`config.mk`:
```
export PLATFORM = sky130hd
export DESIGN_NAME = autobaud_detector
export DESIGN_NICKNAME = d
export VERILOG_FILES = /design/src/rtl/autobaud_detector.sv
export SDC_FILE = /design/constraint.sdc
export NUM_CORES = 1
export LEC_CHECK = 0
export ABC_AREA = 0
export CORE_ASPECT_RATIO = 1.75
export CORE_MARGIN = 2
export CORE_UTILIZATION = 45
export CTS_BUF_LIST = sky130_fd_sc_hd__clkbuf_8
export DETAILED_ROUTE_END_ITERATION = 8
export DONT_BUFFER_PORTS = 1
export HOLD_SLACK_MARGIN = 0.08
export PLACE_DENSITY = 0.61
export RECOVER_POWER = 100
export SYNTH_ARGS = -nofsm -noshare
export SYNTH_HDL_FRONTEND = slang
export SYNTH_SLANG_ARGS = --single-unit
```
`constraint.sdc`:
```
create_clock -name clock -period 6.8 [get_ports clock]
set_clock_uncertainty 0.15 [all_clocks]
set_input_delay 2.04 -clock clock [delete_from_list [all_inputs] [get_ports clock]]
set_output_delay 2.04 -clock clock [all_outputs]
set_load 0.1 [all_outputs]
```
`src/rtl/autobaud_detector.sv`:
```
// Autobaud detector: times five falling edges of a 0x55 sync character and reports clocks-per-bit.
// Optional interval-consistency check enabled by defining AUTOBAUD_CHECK_EN.
module autobaud_detector #(
  parameter int CNT_WIDTH   = 20,
  parameter int IDLE_CYCLES = 64,
  parameter int MIN_PERIOD  = 16
) (
  input  logic                 clock,
  input  logic                 reset,
  input  logic                 enable,
  input  logic                 rx,
  output logic [CNT_WIDTH-3:0] divisor,
  output logic                 locked,
  output logic                 done,
  output logic                 error
);

  // state     | meaning
  // IDLE      | detection disabled
  // ARM       | waiting for IDLE_CYCLES of continuous line-high
  // WAIT_EDGE | armed, waiting for the start-bit falling edge
  // MEASURE   | timing the span up to the fifth falling edge
  // LOCKED    | divisor valid, line ignored until enable drops
  typedef enum logic [2:0] {IDLE, ARM, WAIT_EDGE, MEASURE, LOCKED} state_t;

  localparam int IW = $clog2(IDLE_CYCLES + 1);
  localparam logic [CNT_WIDTH:0] MIN_COUNT = (CNT_WIDTH+1)'(8 * MIN_PERIOD);

  state_t               state;
  logic                 rx_s1, rx_s2, rx_prev;
  logic                 fall;
  logic [IW-1:0]        idle_cnt;
  logic [CNT_WIDTH-1:0] span;
  logic [2:0]           edge_cnt;
  logic [CNT_WIDTH:0]   pos;
  logic [CNT_WIDTH:0]   rounded;
  logic                 check_fail;

  assign fall = rx_prev & ~rx_s2;
  // span is cleared on the first edge, so the current offset from that edge is span+1
  assign pos     = {1'b0, span} + (CNT_WIDTH+1)'(1);
  assign rounded = pos + (CNT_WIDTH+1)'(4);

  always_ff @(posedge clock or posedge reset) begin
    if (reset) begin
      rx_s1   <= 1'b1;
      rx_s2   <= 1'b1;
      rx_prev <= 1'b1;
    end else begin
      rx_s1   <= rx;
      rx_s2   <= rx_s1;
      rx_prev <= rx_s2;
    end
  end

`ifdef AUTOBAUD_CHECK_EN
  logic [CNT_WIDTH:0] last_pos, t0, interval, lo, hi;
  logic               bad, interval_bad;

  assign interval     = pos - last_pos;
  assign lo           = t0 - (t0 >> 3);
  assign hi           = t0 + (t0 >> 3);
  assign interval_bad = (edge_cnt != 3'd0) && ((interval < lo) || (interval > hi));
  assign check_fail   = bad | interval_bad;

  always_ff @(posedge clock or posedge reset) begin
    if (reset) begin
      last_pos <= '0;
      t0       <= '0;
      bad      <= 1'b0;
    end else if (state == WAIT_EDGE && fall) begin
      last_pos <= '0;
      bad      <= 1'b0;
    end else if (state == MEASURE && fall) begin
      last_pos <= pos;
      if (edge_cnt == 3'd0) t0 <= interval;
      bad <= interval_bad | bad;
    end
  end
`else
  assign check_fail = 1'b0;
`endif

  always_ff @(posedge clock or posedge reset) begin
    if (reset) begin
      state    <= IDLE;
      idle_cnt <= '0;
      span     <= '0;
      edge_cnt <= '0;
      divisor  <= '0;
      locked   <= 1'b0;
      done     <= 1'b0;
      error    <= 1'b0;
    end else begin
      done  <= 1'b0;
      error <= 1'b0;
      if (!enable) begin
        state  <= IDLE;
        locked <= 1'b0;
      end else begin
        case (state)
          IDLE: begin
            idle_cnt <= '0;
            state    <= ARM;
          end
          ARM: begin
            if (!rx_s2) begin
              idle_cnt <= '0;
            end else if (idle_cnt == IW'(IDLE_CYCLES - 1)) begin
              idle_cnt <= '0;
              state    <= WAIT_EDGE;
            end else begin
              idle_cnt <= idle_cnt + IW'(1);
            end
          end
          WAIT_EDGE: begin
            if (fall) begin
              span     <= '0;
              edge_cnt <= '0;
              state    <= MEASURE;
            end
          end
          MEASURE: begin
            span <= span + CNT_WIDTH'(1);
            if (fall) begin
              edge_cnt <= edge_cnt + 3'd1;
              if (edge_cnt == 3'd3) begin
                if (pos < MIN_COUNT || check_fail) begin
                  error    <= 1'b1;
                  idle_cnt <= '0;
                  state    <= ARM;
                end else begin
                  divisor <= rounded[CNT_WIDTH:3];
                  locked  <= 1'b1;
                  done    <= 1'b1;
                  state   <= LOCKED;
                end
              end
            end else if (&span) begin
              error    <= 1'b1;
              idle_cnt <= '0;
              state    <= ARM;
            end
          end
          LOCKED: state <= LOCKED;
          default: state <= IDLE;
        endcase
      end
    end
  end

endmodule

```
---- Word-level counts from Yosys, hierarchy flattened ----
Cells that the tools add are included.
word-level totals
  register bits ........................... 57
  bits in latches ......................... 0
  memory bits (writable) .................. 0
  ROM bits ................................ 0
  input port bits ......................... 4
  output and inout bits ................... 21
  word-level logic and storage cells ...... 87
  memories kept ........................... 0
operators by class
  add/subtract/negate cells ............... 5
  multiply operators ...................... 0
  div/mod/pow operators ................... 0
  $lt $le $gt $ge ......................... 1
  equality and inequality tests ........... 20
  shifts and indexed selects .............. 0
  mux-type cells .......................... 37
  bitwise gates (word level) .............. 3
  reductions and logical operators ........ 10
operator list
  cell                                                          count
  two-way mux 7 bit                                             6
  one-hot mux 20 bit (2 select lines)                           1
  two-way mux 3 bit                                             10
  adder 20 x 1 -> 21 bit (second input constant)                1
  adder 21 x 3 -> 21 bit (second input constant)                1
  less-than comparator 21 x 8 -> 1 bit (second input constant)  1
  one-hot mux 7 bit (3 select lines)                            1
  adder 20 x 1 -> 20 bit (second input constant)                1
  two-way mux 20 bit                                            1
  AND reduction 20 bit                                          1
  != test 3 bit (second input constant)                         6
  two-way mux 1 bit                                             16
  one-hot mux 3 bit (5 select lines)                            1
  AND reduction 5 bit                                           3
  == test 3 x 2 -> 1 bit (second input constant)                3
  != test 4 bit (second input constant)                         2
  AND reduction 4 bit                                           2
  adder 7 x 1 -> 7 bit (second input constant)                  1
  == test 7 x 6 -> 1 bit (second input constant)                1
  != test 2 x 1 -> 1 bit (second input constant)                3
  != test 2 bit (second input constant)                         3
  one-hot mux 3 bit (2 select lines)                            1
  adder 3 x 1 -> 3 bit (second input constant)                  1
  == test 3 x 1 -> 1 bit (second input constant)                1
  other kinds (7)                                               8

---- Logic depth before layout (Yosys ltp) ----
Gate-level depths: netlist (run 1).
  depth after elaboration ................. 7
  mapped depth ............................ 12
  depth with buffers taken out ............ 9

---- Least setup slack after synthesis (run 1) ----
Ideal clock, no wire load.
  path kind ............................... input to register
  from .................................... input enable
  to ...................................... register divisor[0]
  library setup time ...................... 0.126 ns
  arrival ................................. 3.386 ns
  required time ........................... 6.524 ns
  path slack .............................. 3.138 ns
  stages .................................. 8
  buffers on the path ..................... 2
  cell sequence ........................... nand2_1 -> nor3_1 -> nand2_1 -> or2_1 -> buf_6 -> inv_4 -> buf_6 -> mux2_4
between the ends
  longest elaborated chain between the ends .. 1
ends and longest elaborated chain
  element                               line  source
  start, declared                       10    input logic enable,
  AND reduction 5 bit (no source line)  n/a
  end signal, assigned                  133   divisor <= rounded[CNT_WIDTH:3];
  end, declared                         12    output logic [CNT_WIDTH-3:0] divisor,
Every way passes these cells.
A chain may end at the register's enable or synchronous reset.

---- Final worst setup path (run 1) ----
  from .................................... register span[0]
  to ...................................... register divisor[10]
between the ends
  longest elaborated chain between the ends .. 4
  elaborated cells between the ends (all ways) .. 5
  classes of those cells .................. 2 x add/sub; 1 x order compare; 1 x bitwise; 1 x reduce/logical
ends and longest elaborated chain
  element                               line  source
  start, declared                       33    logic [CNT_WIDTH-1:0] span;
  start signal, assigned                124   span <= span + CNT_WIDTH'(1);
  adder 20 x 1 -> 21 bit (*)            41    assign pos = {1'b0, span} + (CNT_WIDTH+1)'(1);
  less-than comparator 21 x 8 -> 1 bit  128   if (pos < MIN_COUNT || check_fail) begin
  NOT 1 bit (no source line)            n/a
  AND reduction 5 bit (no source line)  n/a
Every way passes the cells marked *; elsewhere a longest branch is shown, timed or not.

==> flow_summary.toml, run 1 <==
[run]
max-cap-violations = 1

[run_status]
violations = "capacitance limit, slew limit"
status = "complete, but fails checks"

[global_route]
antenna_found_initial = 0
overflow = 0
grt_pass1_vias = 3033
grt_pass1_wl_um = 15600
grt_max_degree = 58
gr-usage-all-layers_pct = 23.52

[worst_setup_path]
arrival_ns = 4.90
end_kind = "flip-flop"
crit_fanout = 12
crit_type = "reg2reg"
required_ns = 6.88
critPathLaunchType = "flip-flop"

[timing]
timing.fmax_mhz = 207.5
finalCriticalPeriod_ns = 4.820
slew_headroom_pct = -110.3
hold_viol_final = 0
rsz0062_at_grt = "false"
timing.final.crit_share_pct = 70.88
worstMarginPinSlew_ns = 3.155
tns_ns = 0
setup_violations = 0
maxSlewViolCount = 58

[power_and_ir_drop]
clock_power_share_pct = 39.0
p_per_area_nw_per_um2 = 216.1
switching_share_pct = 29.88
p_int_uw = 573.0
p_sw_uw = 244.2
p_leak_nw = 1.575
power_frac_comb_pct = 14.3
ir_drop_uv = 109.4
p_seq_share_pct = 46.7

[place]
postPlaceCellArea_um2 = 3657
io_buffers = 0
gp_congestion = 0.8796
dpl.hpwl_um = 7108

[clock_tree]
cts_setup_buffers = 0
clockBufferDepth = 2
htreeDepth = 3
clock_latency_ns = 0.35
cts_sinks = 57
cts_root_buf = "clkbuf_8"
cts_resized = 0
cts_tree = "done"
numCtsBuffers = 9
hold_buffers = 0
clk_pin_slew_ns = 0.07

[synthesis]
syn_area_um2 = 3641
ys_seq_elements = 57
yosys.area.top_type_share_pct = 37.11
synthTopCellsByCount = "dfrtp_1 (54), o21ai_0 (46), nand2_1 (43)"
yosysTopAreaCell = "dfrtp_1"
synthTopCellsByArea = "dfrtp_1 (37%), o21ai_0 (6.3%), xnor2_1 (4.8%), nand2_1 (4.4%), mux2_4 (3.7%)"
synth-edff-count = 0
synth.avg_cell_area_um2 = 8.990
synth-main-ff-cell = "dfrtp_1"
netlist_instances = 405
seq_area_frac_synth_pct = 39.28
syn_nets = 414
ys_warn_count = 0
ys_async_sr_fraction_pct = 100.0
yosysMostFrequentCell = "dfrtp_1"
synth_cell_types = 63

[floorplanning]
coreArea_um2 = 7909
die_w_um = 72.00
start_util_pct = 46.04
die-area_um2 = 8855
core.rowCount = 43
chipHeight_um = 123.0
io_pins = 25

[layout]
diodes = 0
fin_nets = 406
fillCellCount = 792
syn2layout_area_growth_pct = 3.849
design_area_um2 = 3781
drive_above_1_share_pct = 6.965

[route]
ant_nets = 0
dr.pass1.iters = 4
post_drt_wl_per_cell_um = 19.28
routed_wirelength_um = 9486
drtIter0Drc = 146
dr_total_vias = 3047
drcViolationCount = 0
viasPerCell = 6.193

[worst_hold_path]
hp-class = "reg2reg"
-- metrics by stage --
step                worst slack (ns)  total power, mW  hold WS, ns  cells  util [%]
finish                         1.980           0.8172       0.2112    492     47.81
floorplan                      3.138           0.4732       0.1952    405         -
detailed placement             2.851           0.5076       0.1970    476     46.24
global route                   1.396           0.8637       0.2193    492     47.81
CTS                            2.822           0.8292       0.2068    492     48.73
global placement               2.972           0.5028       0.1957    476     46.24
-- registers in the layout, summed over array words and instances (netlist names), 3 cells and up --
| signal | count |
|---|---|
| divisor | 18 |
| state | 3 |
| edge_cnt | 3 |
| span | 20 |
| idle_cnt | 7 |
-- power groups by stage --
stage | Combinational [mW] | Sequential [mW] | Clock (mW)
after floorplan | 0.0974 | 0.376 | 0
after global placement | 0.117 | 0.386 | 0
after detailed placement | 0.120 | 0.388 | 0
after CTS | 0.120 | 0.382 | 0.327
after global routing | 0.135 | 0.386 | 0.343
final | 0.117 | 0.382 | 0.319
-- cells in the final DEF, fill, tap and decap left out, types with 2 or more instances in the layout --
cell        Yosys  layout
clkbuf_1       10       2
mux2i_1         4       4
nor4_1          8       8
or4_1           4       4
clkinvlp_4      0       2
nand3_2         2       2
nand4b_1        3       3
o211ai_1        2       2
nand3_1        18      18
a21boi_0        3       3
nand2_1        43      43
clkinv_2        0       2
o311ai_0        2       2
mux2_2          3       3
dfstp_2         3       2
a31oi_1         4       4
nor3b_1         3       3
nor4b_1         2       2
clkbuf_8        0      10
ha_1            5       5
xnor2_1        20      20
dfrtp_1        54      54
and2_1          8       8
mux2_1          0       9
o31ai_1         7       7
inv_1          12      13
o21ai_0        46      46
a22o_1          6       6
nand4_1         8      10
and3_1         10      10
o41ai_1         1       2
nor3_1          9       9
xor2_1          8       8
nor2_1         33      33
nor2b_1         2       2
a21oi_1        14      14
-- area by class of cell --
cell class              instances  area, µm²  share of cell area, %
inverters                      13      51.30                  1.357
clock inverters                 6      58.81                  1.555
flip-flops and latches         57       1430                  37.82
multi-input cells             313       1976                  52.25
repair buffers                  3      15.01                 0.3971
clock buffers                  10      137.6                  3.640
well taps                      90      112.6                  2.978
-- worst paths after layout --
check	cells after the start	slack [ns]	to	start
hold / removal	0	0.21	rx_s2$_DFF_PP1_	rx_s1$_DFF_PP1_
setup / recovery	9	1.98	divisor[10]$_DFFE_PP0P_	span[0]$_DFFE_PP0P_
setup reg to reg	9	1.98	divisor[10]$_DFFE_PP0P_	span[0]$_DFFE_PP0P_
hold reg to reg	0	0.21	rx_s2$_DFF_PP1_	rx_s1$_DFF_PP1_
max in group asynchronous	2	2.08	span[10]$_DFFE_PP0P_	reset
min in group asynchronous	2	2.64	divisor[17]$_DFFE_PP0P_	reset
-- metal layers --
| layer | share of wire [%] | vias to the layer above | track usage [%] | wire length (µm) |
|---|---|---|---|---|
| met5 | 0 | - | 0 | 0 |
| met4 | 5.6 | 0 | 15.09 | 531 |
| met3 | 3.1 | 37 | 4.645 | 294 |
| met2 | 55 | 74 | 43.34 | 5243 |
| met1 | 36 | 1486 | 23.45 | 3417 |
| li1 | - | 1450 | - | - |
-- critical path: stages (launching register included) --
cell	delay, ns
dfrtp_1	0.48
ha_1	0.42
nand4_1	0.40
nor4_1	0.60
xnor2_1	0.29
nand4_1	0.21
o41ai_1	1.13
or2_0	0.50
inv_4	0.16
mux2_1	0.36
-- cell families (layout without fill, tap and decap cells) --
family | after synthesis | in the layout | synth area share [%]
adders and majority gates | 5 | 5 | 1.718
xor gates and xnor gates | 28 | 28 | 6.736
and+or+nand+nor | 166 | 166 | 24.47
DFF | 57 | 57 | 39.28
buffers and inverters | 35 | 32 | 4.673
AOI/OAI and AO/OA | 98 | 98 | 17.39
muxes | 16 | 16 | 5.739
Power figures use the tool's default switching activity.
==> inputs of run 2 (changes only) <==
Settings changed: PLACE_DENSITY 0.61 to 0.63.
Clock period 6.8 ns to 4.2 ns, I/O delays scaled along.
==> run 2 against run 1 <==
Final area increased by 2.5%; fmax up 29%; non-clock buffer count rose by 4; count of clock-buffer cells in the layout up 1; final cell count grew 0.81%; the run still ends with capacitance limit, slew limit left.
==> flow_summary.toml, run 2 (synthesis results as in run 1) <==
[layout]
syn2layout_area_growth_pct = 6.461
fin_nets = 410
reg.largest.list = "span (20), divisor (18), idle_cnt (7)"
diodes = 0
utilization_pct = 49.01
regMostFlops = "span"
largest_reg_flops = 20
mostFrequentLayoutCells = "dfrtp_1 (54), o21ai_0 (46), nand2_1 (43), nor2_1 (33), xnor2_1 (20)"
fin_cells = 496
final_common_cell = "dfrtp_1"
design_area_um2 = 3876
drive_above_1_share_pct = 8.374

[worst_setup_path]
crit_fanout = 11
r2r_setup_slack_ns = 0.47
crit_path_max_incr_delay_ns = 0.65
crit_type = "reg2reg"
critPathLaunchType = "flip-flop"
r2r-start = "span[1]$_DFFE_PP0P_"
r2r_cells = 8
reg2reg_to = "idle_cnt[1]$_DFFE_PP0P_"
cp_slowest_cell = "or4b_1"
end_kind = "flip-flop"
required_ns = 4.34
crit_chain = "ha_1, nand4_2, nor4_1, xnor2_1, nand4_1, or4b_1, a21oi_1, mux2i_1"
arrival_ns = 3.87

[global_route]
antenna_found_initial = 0
grt_max_degree = 52
overflow = 0
gr-usage-all-layers_pct = 23.71
grt_pass1_vias = 3172
grt_pass1_wl_um = 15880

[timing]
tns_ns = 0
slew_headroom_pct = -31.38
worstMarginPinSlew_ns = 1.969
hold_viol_final = 0
rsz0062_at_grt = "false"
fin_hold_ws_ns = 0.2153
timing.final.crit_share_pct = 88.89
setup_slack_ns = 0.4666
maxSlewViolCount = 52
finalCriticalPeriod_ns = 3.733
timing.fmax_mhz = 267.9
setup_violations = 0

[route]
routed_wirelength_um = 9436
post_drt_wl_per_cell_um = 19.02
viasPerCell = 6.085
dr.pass1.iters = 5
drtIter0Drc = 176
ant_nets = 0
drcViolationCount = 0
dr_total_vias = 3018

[floorplanning]
core.rowCount = 43
chipHeight_um = 123.0
start_util_pct = 46.04
io_pins = 25
die_w_um = 72.00
die-area_um2 = 8855
coreArea_um2 = 7909

[place]
gp_congestion = 0.8867
dpl.hpwl_um = 7010
postPlaceCellArea_um2 = 3687
place_ws_ns = 0.5102
io_buffers = 0
dp_cells = 480

[clock_tree]
cts_root_buf = "clkbuf_8"
cts_resized = 0
cts_sinks = 57
htreeDepth = 3
clockBufferDepth = 2
cts_setup_buffers = 0
cts_tree = "done"
clk_pin_slew_ns = 0.07
hold_buffers = 0
numCtsBuffers = 9
clock_latency_ns = 0.36

[worst_hold_path]
whs_path_depth = 0
hp-class = "reg2reg"
hold_path_startpoint = "rx_s1$_DFF_PP1_"
min_to = "rx_s2$_DFF_PP1_"

[power_and_ir_drop]
ir_drop_uv = 261.6
p_per_area_nw_per_um2 = 375.4
finalPower_mw = 1.455
p_leak_nw = 1.630

[run]
max-cap-violations = 1

[run_status]
violations = "capacitance limit, slew limit"
status = "complete, but fails checks"
[run 2: how the worst max path moves through the flow]
| stage | from | to | slack (ns) | cells after the start |
|---|---|---|---|---|
| 3_5_place_dp | span[1]$_DFFE_PP0P_ | idle_cnt[1]$_DFFE_PP0P_ | 0.51 | 8 |
| 4_1_cts | span[0]$_DFFE_PP0P_ | idle_cnt[1]$_DFFE_PP0P_ | 0.50 | 8 |
| 2_1_floorplan | span[0]$_DFFE_PP0P_ | divisor[0]$_DFFE_PP0P_ | 0.91 | 11 |
| 3_3_place_gp | span[0]$_DFFE_PP0P_ | idle_cnt[1]$_DFFE_PP0P_ | 0.62 | 8 |
| 6_report | span[1]$_DFFE_PP0P_ | idle_cnt[1]$_DFFE_PP0P_ | 0.47 | 8 |
| 5_1_grt | span[1]$_DFFE_PP0P_ | idle_cnt[6]$_DFFE_PP0P_ | 0.20 | 8 |
[run 2: cell type report]
cell class	count	area, µm²
clock buffer	11	151.4
clock inverter	5	102.6
fill	771	4033
inverter	13	48.80
multi-input combinational	313	1989
sequential	57	1430
tap	90	112.6
timing repair buffer	7	41.29
[run 2: worst max-delay path, delay by kind of cell (launching register included)]
| family | cells | cell delay (ns) |
|---|---|---|
| AND/OR/NAND/NOR | 4 | 1.72 |
| flip-flops | 1 | 0.47 |
| adder cells (fa/ha/maj) | 1 | 0.43 |
| AO/OA/AOI/OAI | 1 | 0.38 |
| XOR/XNOR | 1 | 0.28 |
| multiplexers | 1 | 0.24 |
[run 2: per-layer routing]
metal	track usage, %	vias up	routed length (µm)
met4	13.80	0	428
met3	5.949	31	389
met2	42.82	63	5210
met5	0	-	0
li1	-	1460	-
met1	24.23	1464	3408
[run 2: report_power, final]
group          switching (mW)  internal, mW  total, mW
sequential             0.0409         0.576      0.617
clock                   0.225         0.425      0.651
combinational           0.121        0.0667      0.187
==> inputs of run 3 (changes only) <==
Settings changed: CORE_UTILIZATION 45 to 60, MAX_ROUTING_LAYER set to met4, PLACE_DENSITY 0.63 to 0.8.
==> run 3 against run 2 <==
Via count up 5.6%; fmax fell by 3.1%; critical endpoint unchanged; critical path depth unchanged; register-to-register slack worse by 0.12 ns; power up 0.46%; worst setup slack lost 0.12 ns; sequential share of layout area rose by 0.13 points; sequential power about the same; first-iteration DRC count increased by 17%; the flow still finishes with violations (capacitance limit, slew limit).
==> flow_summary.toml, run 3 (synthesis results as in run 1) <==
[run_status]
status = "complete, but fails checks"
violations = "capacitance limit, slew limit"

[layout]
diodes = 0
regMostFlops = "span"
fin_nets = 409
register_area_um2 = 1430
final_common_cell = "dfrtp_1"
reg.largest.list = "span (20), divisor (18), idle_cnt (7)"
syn2layout_area_growth_pct = 6.082
multi_input_area_um2 = 2001
mostFrequentLayoutCells = "dfrtp_1 (54), o21ai_0 (46), nand2_1 (43), nor2_1 (33), xnor2_1 (20)"
fillCellCount = 505
utilization_pct = 65.69
largest_reg_flops = 20
drive_above_1_share_pct = 8.148

[clock_tree]
clk_pin_slew_ns = 0.08
cts_resized = 0
clock_latency_ns = 0.35
hold_buffers = 0
cts_root_buf = "clkbuf_8"
clockBufferDepth = 2
cts_tree = "done"
htreeDepth = 3
cts_setup_buffers = 0
cts_sinks = 57
numCtsBuffers = 9

[global_route]
overflow = 0
antenna_found_initial = 0
globalRouteMet3Util_pct = 6.506
gr-usage-all-layers_pct = 29.62
grt_pass1_vias = 3155
grt_busiest_layer = "met2"
grt_pass1_wl_um = 15120
grt.met2_usage_pct = 52.74
grt_max_degree = 50
globalRouteMet1Util_pct = 29.59

[worst_setup_path]
crit_type = "reg2reg"
critPathLaunchType = "flip-flop"
crit_path_max_incr_delay_ns = 0.71
crit_chain = "ha_1, nand4_2, nor4_1, xnor2_1, nand4_1, or4b_1, a21oi_1, mux2i_1"
cp_slowest_cell = "or4b_1"
r2r-start = "span[1]$_DFFE_PP0P_"
r2r_setup_slack_ns = 0.35
end_kind = "flip-flop"
crit_path_start = "span[1]$_DFFE_PP0P_"
critical_path.top_delay_family = "simple AND/OR/NAND/NOR gates"
worst-path-buf-inv = 0
required_ns = 4.33
crit_fanout = 11
arrival_ns = 3.98

[timing]
slew_headroom_pct = -19.52
worstMarginPinSlew_ns = 1.791
maxSlewViolCount = 50
rsz0062_at_grt = "false"
setup_violations = 0
finalCriticalPeriod_ns = 3.851
hold_viol_final = 0
fin_hold_ws_ns = 0.2126
timing.fmax_mhz = 259.7
tns_ns = 0
timing.final.crit_share_pct = 91.70

[floorplanning]
core.rowCount = 37
coreArea_um2 = 5879
die_w_um = 62.89
die-area_um2 = 6732
chipHeight_um = 107.1
start_util_pct = 61.93
io_pins = 25

[run]
max-cap-violations = 1

[route]
post_drt_wl_per_cell_um = 19.14
viasPerCell = 6.600
dr.pass1.iters = 7
dr_total_vias = 3188
drcViolationCount = 0
routed_wirelength_um = 9244
ant_nets = 0
drtIter0Drc = 206

[power_and_ir_drop]
ir_drop_uv = 316.7
p_leak_nw = 1.635
p_per_area_nw_per_um2 = 378.5

[place]
io_buffers = 0
dpl.hpwl_um = 6635
gp_congestion = 0.9251

[worst_hold_path]
hold_path_startpoint = "rx_s1$_DFF_PP1_"
hp-class = "reg2reg"
## run 3: cell types whose count changed in the layout (fill, tap and decap cells not counted), sizes merged
cell,delta
buf,-1
clkinv,+1
clkbuf,-2
inv,+1
## run 3: final timing paths
path	to	cells past startpoint
setup / recovery	idle_cnt[1]$_DFFE_PP0P_	8
hold reg to reg	rx_s2$_DFF_PP1_	0
hold / removal	rx_s2$_DFF_PP1_	0
setup reg to reg	idle_cnt[1]$_DFFE_PP0P_	8
min in group asynchronous	divisor[13]$_DFFE_PP0P_	1
max in group asynchronous	span[4]$_DFFE_PP0P_	2
## run 3: final cells by class
cell class | instances | area share (%)
well taps | 78 | 2.527
clock inverters | 7 | 3.239
flip-flops and latches | 57 | 37.03
inverters | 13 | 1.328
repair buffers | 6 | 0.8746
clock buffers | 9 | 3.207
multi-input cells | 313 | 51.80
## run 3: stage by stage
step | power, mW | cells | area (µm²) | worst slack [ns]
floorplan | 0.7661 | 405 | 3641 | 0.9112
global placement | 0.8059 | 467 | 3665 | 0.6055
detailed placement | 0.8172 | 467 | 3665 | 0.4392
CTS | 1.467 | 483 | 3914 | 0.4368
global route | 1.518 | 483 | 3862 | 0.1129
finish | 1.462 | 483 | 3862 | 0.3487
## run 3: report_power, final
group | switching, mW | internal, mW | total (mW) | leakage, nW
combinational | 0.125 | 0.0666 | 0.191 | 0.729
sequential | 0.0409 | 0.576 | 0.617 | 0.781
clock | 0.254 | 0.400 | 0.654 | 0.124
total | 0.420 | 1.04 | 1.46 | 1.63
## run 3: per-layer routing
| metal | part of all wire, % | vias up |
|---|---|---|
| met3 | 5.1 | 42 |
| met2 | 54 | 126 |
| li1 | - | 1454 |
| met1 | 36 | 1566 |
| met4 | 5.2 | 0 |
| met5 | 0 | - |
